$ cat src/rtl/hex_display_ctrl.sv
// Seven-segment display sequencer. One hex7 decoder is shared across all digits.
// A load captures a value, and the digits are then decoded one per clock, MSB first,
// into a staging frame. The whole frame is committed in a single cycle, so the
// display never shows a mix of old and new digits. Leading-zero blanking and
// decimal points are applied during the scan. Blink masking is applied live on
// the outputs.

module hex7 (
   input  logic [3:0] nibble,
   output logic [6:0] seg
);

   // Active-low g..a segment pattern for each hex nibble
   always_comb begin
      // NOTE: every output of a combinational block gets a default first so no latch is inferred.
      seg = 7'h7F;
      case (nibble)
         4'h0: seg = 7'h40;
         4'h1: seg = 7'h79;
         4'h2: seg = 7'h24;
         4'h3: seg = 7'h30;
         4'h4: seg = 7'h19;
         4'h5: seg = 7'h12;
         4'h6: seg = 7'h02;
         4'h7: seg = 7'h78;
         4'h8: seg = 7'h00;
         4'h9: seg = 7'h10;
         4'hA: seg = 7'h08;
         4'hB: seg = 7'h03;
         4'hC: seg = 7'h46;
         4'hD: seg = 7'h21;
         4'hE: seg = 7'h06;
         4'hF: seg = 7'h0E;
         default: seg = 7'h7F;
      endcase
   end

endmodule

module hex_display_ctrl #(
   parameter int DIGITS    = 4,
   parameter int BLINK_DIV = 25000000
) (
   input  logic                  clk,
   input  logic                  rst_n,
   input  logic [4*DIGITS-1:0]   value,
   input  logic                  load,
   input  logic                  lz_en,
   input  logic [DIGITS-1:0]     dp_in,
   input  logic [DIGITS-1:0]     blink_en,
   output logic                  busy,
   output logic [7*DIGITS-1:0]   hex_o,
   output logic [DIGITS-1:0]     dp_o
);

   localparam int IW = (DIGITS > 1) ? $clog2(DIGITS) : 1;
   localparam int CW = (BLINK_DIV > 2) ? $clog2(BLINK_DIV) : 1;
   localparam logic [6:0]    BLANK   = 7'h7F;
   localparam logic [IW-1:0] IDX_TOP = IW'(DIGITS - 1);
   localparam logic [CW-1:0] CNT_TOP = CW'(BLINK_DIV - 1);

   typedef enum logic [1:0] {IDLE, SCAN, COMMIT} state_t;

   state_t            state, state_nxt;
   logic [3:0]        shadow_val [DIGITS];
   logic [DIGITS-1:0] shadow_dp;
   logic              shadow_lz;
   logic [IW-1:0]     idx;
   logic              lead;
   logic [6:0]        staging   [DIGITS];
   logic [6:0]        committed [DIGITS];
   logic [DIGITS-1:0] committed_dp;
   logic [CW-1:0]     blink_cnt;
   logic              phase;
   logic [3:0]        nibble;
   logic [6:0]        seg;
   logic              blank_digit;

   // The single shared decoder is fed by the digit currently being scanned
   assign nibble = shadow_val[idx];

   hex7 u_hex7 (
      .nibble (nibble),
      .seg    (seg)
   );

   // A zero is blanked only while still leading, never on digit 0, and never under a lit dp
   assign blank_digit = shadow_lz & lead & (nibble == 4'h0) & (idx != '0) & ~shadow_dp[idx];

   assign busy = (state != IDLE);

   // State register
   always_ff @(posedge clk or negedge rst_n) begin
      // NOTE: sequential state always uses non-blocking assignments so all registers update together.
      if (!rst_n) state <= IDLE;
      else        state <= state_nxt;
   end

   // Next-state logic: accept in IDLE, one digit per cycle in SCAN, single-cycle COMMIT
   always_comb begin
      state_nxt = state;
      case (state)
         IDLE:    if (load) state_nxt = SCAN;
         SCAN:    if (idx == '0) state_nxt = COMMIT;
         COMMIT:  state_nxt = IDLE;
         default: state_nxt = IDLE;
      endcase
   end

   // Capture, scan into the staging frame, then commit the whole frame at once
   always_ff @(posedge clk or negedge rst_n) begin
      if (!rst_n) begin
         // NOTE: these small register arrays are reset because the display must come up blank and an aborted frame must not survive.
         for (int k = 0; k < DIGITS; k++) begin
            shadow_val[k] <= 4'h0;
            staging[k]    <= BLANK;
            committed[k]  <= BLANK;
         end
         shadow_dp    <= '0;
         shadow_lz    <= 1'b0;
         idx          <= '0;
         lead         <= 1'b0;
         committed_dp <= '0;
      end else begin
         case (state)
            IDLE: begin
               if (load) begin
                  for (int k = 0; k < DIGITS; k++) shadow_val[k] <= value[4*k +: 4];
                  shadow_dp <= dp_in;
                  shadow_lz <= lz_en;
                  idx       <= IDX_TOP;
                  lead      <= 1'b1;
               end
            end
            SCAN: begin
               if (blank_digit) begin
                  staging[idx] <= BLANK;
               end else begin
                  staging[idx] <= seg;
                  lead         <= 1'b0;
               end
               if (idx != '0) idx <= idx - 1'b1;
            end
            COMMIT: begin
               for (int k = 0; k < DIGITS; k++) committed[k] <= staging[k];
               committed_dp <= shadow_dp;
            end
            default: ;
         endcase
      end
   end

   // Free-running blink timebase; the phase flips each time the counter wraps
   always_ff @(posedge clk or negedge rst_n) begin
      if (!rst_n) begin
         blink_cnt <= '0;
         phase     <= 1'b0;
      end else if (blink_cnt == CNT_TOP) begin
         blink_cnt <= '0;
         phase     <= ~phase;
      end else begin
         blink_cnt <= blink_cnt + 1'b1;
      end
   end

   // Output masking: blinking digits go fully dark, including their decimal point
   always_comb begin
      hex_o = '0;
      dp_o  = '0;
      for (int k = 0; k < DIGITS; k++) begin
         if (phase && blink_en[k]) begin
            hex_o[7*k +: 7] = BLANK;
            dp_o[k]         = 1'b1;
         end else begin
            hex_o[7*k +: 7] = committed[k];
            dp_o[k]         = ~committed_dp[k];
         end
      end
   end

endmodule

$ cat config.mk
export PLATFORM = sky130hd
export DESIGN_NAME = hex_display_ctrl
export DESIGN_NICKNAME = d
export VERILOG_FILES = /design/src/rtl/hex_display_ctrl.sv
export SDC_FILE = /design/constraint.sdc
export NUM_CORES = 1
export LEC_CHECK = 0
export CAP_MARGIN = 30
export CORE_MARGIN = 4
export CORE_UTILIZATION = 60
export CTS_CLUSTER_DIAMETER = 50
export DETAILED_ROUTE_END_ITERATION = 7
export PLACE_DENSITY = 0.95
export SLEW_MARGIN = 10
export SYNTH_ARGS = -nofsm -noshare
export SYNTH_HDL_FRONTEND = slang
export SYNTH_SLANG_ARGS = --single-unit
$ cat constraint.sdc
create_clock -name clk -period 3.3 [get_ports clk]
set_input_delay 0.66 -clock clk [delete_from_list [all_inputs] [get_ports clk]]
set_output_delay 0.66 -clock clk [all_outputs]
set_load 0.02 [all_outputs]
==> flow_summary.json, run 1 <==
{
  "status": "finished clean",
  "clk_pin_slew_worst_paths_ps": 110,
  "grt_overflow": 0,
  "dr.pass1.iters": 4,
  "synth_top_area_share_pct": 28.4,
  "grt_pass1_vias": 3523,
  "num_rows": 33,
  "port_buffers": 60,
  "postCtsHoldBufs": 0,
  "fin_area_um2": 6100,
  "vdd_ir_drop_max_v": 0.000538,
  "numCtsBuffers": 9,
  "routabilityCongestion": 0.835,
  "fillerInstances": 517,
  "critPathSlowestCell": "clkdlybuf4s50_1",
  "worstMarginPinSlew_ps": 747,
  "end_kind": "output pin",
  "synth_commonest_cells": "56 x dfrtp_1, 56 x dfstp_2, 56 x mux2_2",
  "critPathMaxFanout": 8,
  "clk_latency_ps": 370,
  "synth_top_cell_by_area": "dfstp_2",
  "drive_gt1_share_pct": 29.4,
  "die_y_um": 101,
  "hold_viol_final": 0,
  "grt_usage_pct": 21.3,
  "avgViaCountPerCell": 5.67,
  "syn_area_um2": 5190,
  "rsz0062_at_grt": "false",
  "place_area_um2": 5880,
  "cts_max_level": 3,
  "async_reset_ff_share_pct": 100,
  "max_freq_mhz": 351,
  "num_vias": 3471,
  "grt_max_degree": 62,
  "met1_usage_pct": 28.6,
  "relSlewSlack_pct": 50.2,
  "crit_path_cell_trace": "clkdlybuf4s50_1 > nand2_1 > nand2_1 > clkdlybuf4s50_1",
  "slowest_delay_ps": 620,
  "area.growth.synth_to_final_pct": 17.5,
  "ant_nets": 0,
  "synth-main-ff-cell": "dfstp_2",
  "globalRouteMet2Util_pct": 34.0,
  "drt_iter0_drc": 219,
  "synthesis.instances": 444,
  "syn_nets": 482,
  "clkPwrFrac_pct": 14.4,
  "gr-max-usage-layer": "met2",
  "ys_seq_area_share_pct": 55.4,
  "skew_ps": 18.3,
  "p_sw_w": 0.00211,
  "setup_tns_ps": 0,
  "clockBufferDepth": 2,
  "core-area_um2": 8300,
  "die_w_um": 101,
  "power_leakage_nw": 2.62,
  "timing.final.ws_setup_ps": 450,
  "root_buffer": "clkbuf_8",
  "cts_resized": 0,
  "pre_cts_ws_ps": 440,
  "period_share_pct": 86.4,
  "dieArea_um2": 10200,
  "wl_per_cell_um": 16.3,
  "path_class": "in2out",
  "min_path_type": "in2async",
  "synth.distinct_cells": 41,
  "synth_edf_count": 0,
  "swShare_pct": 36.8,
  "drcViolationCount": 0,
  "synth_area_leaders": "dfstp_2 28%, dfrtp_1 27%, mux2_2 12%, nand2b_1 3.6%, nand2_1 3.1%",
  "met3_usage_pct": 3.46,
  "maxCapViolCount": 0,
  "io_pins": 61,
  "whs_ps": 349,
  "postCtsSetupRepairBufs": 0,
  "num_antenna_cells": 0,
  "post-route-min-period_ps": 2850,
  "arrival_ps": 2190,
  "grt_pass1_wl_mm": 17.1,
  "seq_power_share_pct": 40.6,
  "start_util_pct": 62.5,
  "ys_ff_latch": 112,
  "finalSetupViolCount": 0,
  "cellPowerDensity_nw_per_um2": 940,
  "hpwlAfterDp_mm": 7.21,
  "cts_tree": "built",
  "final_nets": 540,
  "cts.sinks": 112,
  "maxSlewViolCount": 0,
  "critPathLaunchType": "input pin",
  "finalWirelength_mm": 9.98,
  "syn_area_per_cell_um2": 11.7,
  "combPwrFrac_pct": 45.0,
  "required_ps": 2640,
  "intPower_w": 0.00363,
  "grt_antenna_before_repair": 0,
  "yosys_warnings": 0
}
## registers in the layout, summed over array words and instances (netlist names)
signal / flops
state: 2
staging: 28
committed: 28
shadow_val: 16
committed_dp: 4
shadow_lz: 1
blink_cnt: 25
phase: 1
lead: 1
shadow_dp: 4
idx: 2
## logic make-up after synthesis
group | Yosys count | share of synthesized area (%)
DFF | 112 | 55.4
xor gates and xnor gates | 23 | 3.88
adders and majority gates | 10 | 2.41
and+or+nand+nor | 152 | 14.9
buffers and inverters | 31 | 2.56
AOI/OAI and AO/OA | 50 | 5.38
muxes | 66 | 15.5
## power by group through the flow
stage,sequential (W),clock [W],combinational [W]
6_report,0.00233,0.000825,0.00258
5_1_grt,0.00240,0.000889,0.00285
4_1_cts,0.00233,0.000832,0.00259
3_5_place_dp,0.00236,0,0.00256
3_3_place_gp,0.00232,0,0.00246
2_1_floorplan,0.00220,0,0.00189
## worst paths after layout
check	from	to	slack, ps	depth (start not counted)
min in group clk	staging[15]	staging[15]	490	2
min	rst_n	phase	350	1
max reg2reg	idx[0]	staging[4]	630	7
max in group asynchronous	rst_n	staging[12]	2080	2
min reg2reg	staging[15]	staging[15]	490	2
max	blink_en[0]	dp_o[0]	450	4
## placed cells by master (no fill, tap or decap), drive strengths merged, types with 9 or more instances in the layout
cell           netlist  routed
clkdlybuf4s50        0      59
mux2                57      57
dfrtp               56      56
dfstp               56      56
nand2               43      43
nor2                34      34
nand2b              30      30
o21ai               24      24
xnor2               17      17
a21oi               17      17
inv                 10      12
clkbuf              15      12
nand3               10      10
ha                  10      10
buf                  6       9
## final cells by class
class | instances | area, um^2 | share of cell area (%)
well taps | 105 | 131 | 2.15
flip-flops and latches | 112 | 2870 | 47.1
clock inverters | 4 | 31.3 | 0.513
multi-input cells | 301 | 2190 | 35.9
clock buffers | 12 | 178 | 2.91
inverters | 10 | 37.5 | 0.616
repair buffers | 68 | 658 | 10.8
## critical path, delay by kind of cell
family	cells	cell delay (ps)
buffers and inverters	2	1080
AND/OR/NAND/NOR	2	440
## stage by stage
stage,std cells,total power [W],utilization [%]
finish,612,0.00573,73.5
global route,612,0.00614,73.5
CTS,611,0.00575,73.4
detailed placement,595,0.00492,70.9
global placement,595,0.00478,70.9
floorplan,444,0.00409,-
## layer usage
metal | share of wire, % | vias up
met3 | 5.4 | 14
met4 | 2.0 | 0
li1 | - | 1625
met1 | 42 | 1729
met5 | 0 | -
met2 | 50 | 103
(Power assumes the default switching activity.)
==> inputs of run 2 (changes only) <==
--- a/config.mk
+++ b/config.mk
@@ -5,12 +5,11 @@
 export SDC_FILE = /design/constraint.sdc
 export NUM_CORES = 1
 export LEC_CHECK = 0
-export CAP_MARGIN = 30
-export CORE_MARGIN = 4
+export ABC_AREA = 1
 export CORE_UTILIZATION = 60
 export CTS_CLUSTER_DIAMETER = 50
 export DETAILED_ROUTE_END_ITERATION = 7
-export PLACE_DENSITY = 0.95
+export PLACE_DENSITY = 0.94
 export SLEW_MARGIN = 10
 export SYNTH_ARGS = -nofsm -noshare
 export SYNTH_HDL_FRONTEND = slang
==> flow_summary.json, run 2 <==
{
  "cts_tree": "built",
  "cts.sinks": 112,
  "required_ps": 2640,
  "io_pins": 61,
  "swShare_pct": 42.7,
  "num_antenna_cells": 0,
  "r2r-start": "idx[1]",
  "rsz0062_at_grt": "false",
  "drcViolationCount": 0,
  "synth_commonest_cells": "191 x nand2_1, 110 x inv_1, 69 x nor2_1",
  "hold_viol_final": 0,
  "seq_power_share_pct": 38.2,
  "clockBufferDepth": 2,
  "skew_ps": 7.53,
  "reg_top3": "committed: 28 flops, staging: 28 flops, blink_cnt: 25 flops",
  "avgViaCountPerCell": 5.27,
  "placed_cells": 873,
  "synth_top_cell_by_area": "dfstp_2",
  "relSlewSlack_pct": 44.7,
  "fillerInstances": 689,
  "dr.pass1.iters": 6,
  "num_vias": 4683,
  "combPwrFrac_pct": 49.5,
  "yosys_warnings": 0,
  "intPower_w": 0.00355,
  "ant_nets": 0,
  "finalSetupViolCount": 0,
  "p_sw_w": 0.00265,
  "hpwlAfterDp_mm": 9.47,
  "layout_common_cells": "191 x nand2_1, 110 x inv_1, 69 x nor2_1",
  "num_rows": 35,
  "final_nets": 793,
  "numCtsBuffers": 9,
  "grt_pass1_wl_mm": 21.6,
  "ys_seq_area_share_pct": 49.5,
  "synth_area_leaders": "dfstp_2 25%, dfrtp_1 24%, nand2_1 12%, inv_1 7.1%, nor2_1 4.5%",
  "period_share_pct": 84.3,
  "postCtsHoldBufs": 0,
  "grt_usage_pct": 27.6,
  "synth_top_area_share_pct": 25.3,
  "port_buffers": 60,
  "postCtsSetupRepairBufs": 0,
  "final_common_cell": "nand2_1",
  "cellPowerDensity_nw_per_um2": 925,
  "area.growth.synth_to_final_pct": 15.4,
  "worstMarginPinSlew_ps": 829,
  "power_leakage_nw": 3.37,
  "grt_max_degree": 65,
  "vdd_ir_drop_max_v": 0.000539,
  "cts_resized": 0,
  "routabilityCongestion": 0.969,
  "post-route-min-period_ps": 2780,
  "syn_nets": 732,
  "critPathLaunch": "blink_en[3]",
  "synth_most_common_cell": "nand2_1",
  "syn_area_per_cell_um2": 8.37,
  "root_buffer": "clkbuf_8",
  "grt_overflow": 0,
  "end_kind": "output pin",
  "clkPwrFrac_pct": 12.3,
  "critPathLaunchType": "input pin",
  "synth-main-ff-cell": "dfstp_2",
  "async_reset_ff_share_pct": 100,
  "die_y_um": 100,
  "synth.distinct_cells": 35,
  "grt_antenna_before_repair": 0,
  "dieArea_um2": 10100,
  "status": "finished clean",
  "maxSlewViolCount": 0,
  "clk_latency_ps": 370,
  "syn_area_um2": 5810,
  "ys_ff_latch": 112,
  "clk_pin_slew_worst_paths_ps": 100,
  "max_freq_mhz": 359,
  "start_util_pct": 62.2,
  "cts_max_level": 3,
  "die_w_um": 100,
  "min_path_type": "in2async",
  "setup_tns_ps": 0,
  "maxCapViolCount": 0,
  "path_class": "in2out",
  "critPathMaxFanout": 8,
  "grt_pass1_vias": 4567,
  "final_cell_count_no_fill": 889,
  "synth_edf_count": 0,
  "finalWirelength_mm": 12.7,
  "synthesis.instances": 694,
  "arrival_ps": 2120,
  "wl_per_cell_um": 14.2,
  "drt_iter0_drc": 261,
  "drive_gt1_share_pct": 17.4,
  "core-area_um2": 9330
}
==> run 2: cell count changes after synthesis, sizes merged, moves of 4 or more <==
cell    change
a21boi     +12
clkbuf      -9
inv       +104
mux2       -40
mux4        -6
nand2     +163
nand2b     -30
nand3      +33
nor2       +44
nor3        +5
nor4        -4
o21ai      +14
xnor2      -16
xor2        +5
==> run 2: layer usage <==
metal / vias to the layer above / routed length (um) / track usage (%)
li1: 2258 / - / -
met1: 2206 / 5500 / 37.6
met2: 202 / 6150 / 45.2
met3: 17 / 864 / 5.92
met4: 0 / 146 / 6.91
met5: - / 0 / 0
==> run 2: stage by stage <==
step / setup WS, ps / hold WS [ps] / area, um^2 / util (%) / total power [W]
after CTS: 510 / 407 / 6700 / 71.8 / 0.00619
final: 517 / 376 / 6700 / 71.8 / 0.00620
after global placement: 584 / 460 / 6520 / 69.9 / 0.00525
after detailed placement: 514 / 465 / 6520 / 69.9 / 0.00542
after floorplan: 1560 / 364 / 5810 / - / 0.00445
after global routing: 459 / 438 / 6700 / 71.8 / 0.00665
==> run 2: layout make-up <==
cell class | instances | area [um^2] | area share, %
inverter | 114 | 430 | 6.42
clock buffer | 10 | 128 | 1.90
multi-input combinational | 455 | 2420 | 36.2
clock inverter | 6 | 52.6 | 0.784
tap | 129 | 161 | 2.41
timing repair buffer | 63 | 633 | 9.45
sequential | 112 | 2870 | 42.9
==> run 2: logic make-up after synthesis <==
family,share of synthesized area (%)
flops,49.5
simple gates,28.2
mux,3.30
xor+xnor,1.81
buf+inv,8.77
fa+ha+maj,2.16
compound gates,6.29
==> run 2: worst paths after layout <==
path / cells after the start / to / slack (ps)
max in group asynchronous: 2 / staging[19] / 2130
worst min-delay path: 1 / shadow_val[15] / 380
worst max register to register: 10 / staging[10] / 1160
worst min register to register: 2 / staging[23] / 480
worst max-delay path: 4 / dp_o[3] / 520
min in group clk: 2 / staging[23] / 480
==> run 2: power groups by stage <==
stage	clock, W	combinational, W	sequential (W)
6_report	0.000761	0.00307	0.00237
5_1_grt	0.000836	0.00340	0.00242
4_1_cts	0.000776	0.00305	0.00237
3_5_place_dp	0	0.00303	0.00239
3_3_place_gp	0	0.00290	0.00235
2_1_floorplan	0	0.00216	0.00229
==> run 2: worst max-delay path, stage by stage <==
cell and delay (ps):
clkdlybuf4s50_1 460, nand2_1 230, nand2_1 150, clkdlybuf4s50_1 620
==> inputs of run 3 (changes only) <==
--- a/config.mk
+++ b/config.mk
@@ -6,10 +6,10 @@
 export NUM_CORES = 1
 export LEC_CHECK = 0
 export ABC_AREA = 1
-export CORE_UTILIZATION = 60
+export CORE_UTILIZATION = 51
 export CTS_CLUSTER_DIAMETER = 50
 export DETAILED_ROUTE_END_ITERATION = 7
-export PLACE_DENSITY = 0.94
+export PLACE_DENSITY = 0.86
 export SLEW_MARGIN = 10
 export SYNTH_ARGS = -nofsm -noshare
 export SYNTH_HDL_FRONTEND = slang
==> constraint.sdc (replaced) <==
create_clock -name clk -period 2.4 [get_ports clk]
set_input_delay 0.48 -clock clk [delete_from_list [all_inputs] [get_ports clk]]
set_output_delay 0.48 -clock clk [all_outputs]
set_load 0.02 [all_outputs]
==> flow_summary.json, run 3 (synthesis gave the netlist of run 2 again) <==
{
  "postCtsHoldBufs": 0,
  "post-route-min-period_ps": 2280,
  "cts_resized": 0,
  "avgViaCountPerCell": 5.01,
  "final_nets": 795,
  "critical_path_buf_inv_count": 2,
  "numCtsBuffers": 9,
  "drcViolationCount": 0,
  "clk_latency_ps": 350,
  "crit_path_cell_trace": "clkdlybuf4s50_1 > nand2_2 > nand2_1 > clkdlybuf4s50_1",
  "routabilityCongestion": 0.921,
  "rsz0062_at_grt": "false",
  "reg_top3": "committed: 28 flops, staging: 28 flops, blink_cnt: 25 flops",
  "die_y_um": 109,
  "layout_common_cells": "188 x nand2_1, 110 x inv_1, 69 x nor2_1",
  "drt_iter0_drc": 266,
  "critPathSlowestCell": "clkdlybuf4s50_1",
  "ant_nets": 0,
  "relSlewSlack_pct": 62.1,
  "worstMarginPinSlew_ps": 566,
  "core-area_um2": 11000,
  "status": "finished clean",
  "clockBufferDepth": 2,
  "finalSetupViolCount": 0,
  "area.growth.synth_to_final_pct": 18.1,
  "dr.pass1.iters": 5,
  "grt_max_degree": 53,
  "num_rows": 38,
  "required_ps": 1920,
  "num_vias": 4520,
  "vdd_ir_drop_max_v": 0.000805,
  "dieArea_um2": 11800,
  "pre_cts_ws_ps": 9.54,
  "grt_usage_pct": 22.0,
  "critPathLaunchType": "input pin",
  "setup_tns_ps": 0,
  "cts.sinks": 112,
  "max_freq_mhz": 439,
  "skew_ps": 11.1,
  "final_common_cell": "nand2_1",
  "num_antenna_cells": 0,
  "seq_area_um2": 2870,
  "drive_gt1_share_pct": 18.0,
  "min_path_type": "in2async",
  "maxCapViolCount": 0,
  "die_w_um": 109,
  "grt_overflow": 0,
  "fillerInstances": 916,
  "slowest_delay_ps": 600,
  "grt_pass1_wl_mm": 20.0,
  "port_buffers": 60,
  "start_util_pct": 52.9,
  "root_buffer": "clkbuf_16",
  "cts_max_level": 3,
  "maxSlewViolCount": 0,
  "timing.final.ws_setup_ps": 124,
  "wl_per_cell_um": 13.2,
  "path_class": "in2out",
  "cellPowerDensity_nw_per_um2": 1280,
  "cpMostUsedCell": "clkdlybuf4s50_1",
  "cts_tree": "built",
  "grt_pass1_vias": 4192,
  "io_pins": 61,
  "crit_family": "buffers and inverters",
  "grt_antenna_before_repair": 0,
  "arrival_ps": 1800,
  "hpwlAfterDp_mm": 8.69,
  "multi_input_area_um2": 2430,
  "power_leakage_nw": 3.48,
  "critPathMaxFanout": 8,
  "period_share_pct": 94.9,
  "end_kind": "output pin",
  "postCtsSetupRepairBufs": 0,
  "clk_pin_slew_worst_paths_ps": 70,
  "finalWirelength_mm": 11.9,
  "hold_viol_final": 0
}
## run 3: worst paths after layout
kind / startpoint / end / slack (ps) / cells after the start
worst max-delay path: blink_en[3] / hex_o[23] / 120 / 4
worst min-delay path: rst_n / shadow_val[13] / 50 / 1
worst max register to register: idx[0] / staging[14] / 210 / 11
worst min register to register: staging[27] / staging[27] / 470 / 2
max in group asynchronous: rst_n / committed[17] / 1550 / 2
min in group clk: staging[27] / staging[27] / 470 / 2
## run 3: per-stage QoR
| stage | area (um^2) | power, W | hold WS, ps | util (%) | instances |
|---|---|---|---|---|---|
| after global placement | 6560 | 0.00727 | 440 | 59.8 | 886 |
| final | 6860 | 0.00879 | 48.7 | 62.4 | 902 |
| after CTS | 6840 | 0.00884 | 68.7 | 62.3 | 902 |
| after global routing | 6860 | 0.00945 | 76.4 | 62.4 | 902 |
| after detailed placement | 6560 | 0.00739 | 445 | 59.8 | 886 |
| after floorplan | 5810 | 0.00612 | 184 | - | 694 |
## run 3: layer usage
metal	vias to the layer above	share of wire (%)	track usage (%)
li1	2268	-	-
met1	2114	47	30.9
met2	126	47	35.3
met3	12	4.5	2.81
met4	0	1.5	7.82
met5	-	0	0
## run 3: final cells by class
class	instances	share of cell area, %
Inverter	114	6.28
Multi-Input combinational cell	455	35.5
Timing Repair Buffer	65	9.74
Clock inverter	5	0.529
Tap cell	140	2.55
Clock buffer	11	3.54
Sequential cell	112	41.9
## run 3: worst register-to-register path, stage by stage (launching register included)
cell	delay [ps]
dfrtp_1	520
inv_2	210
nand2_1	130
nand3_1	80
nand2_1	180
ha_1	210
nand2_1	60
nor2_1	110
nand3_2	160
nor2_8	220
nor2_4	70
a21boi_1	180
## run 3: where the power goes
group	total (W)	switching, W	internal (W)	leakage (nW)
Combinational	0.00411	0.00250	0.00161	2.05
Clock	0.00143	0.000685	0.000742	0.141
Sequential	0.00325	0.000354	0.00290	1.28
Total	0.00879	0.00354	0.00524	3.48
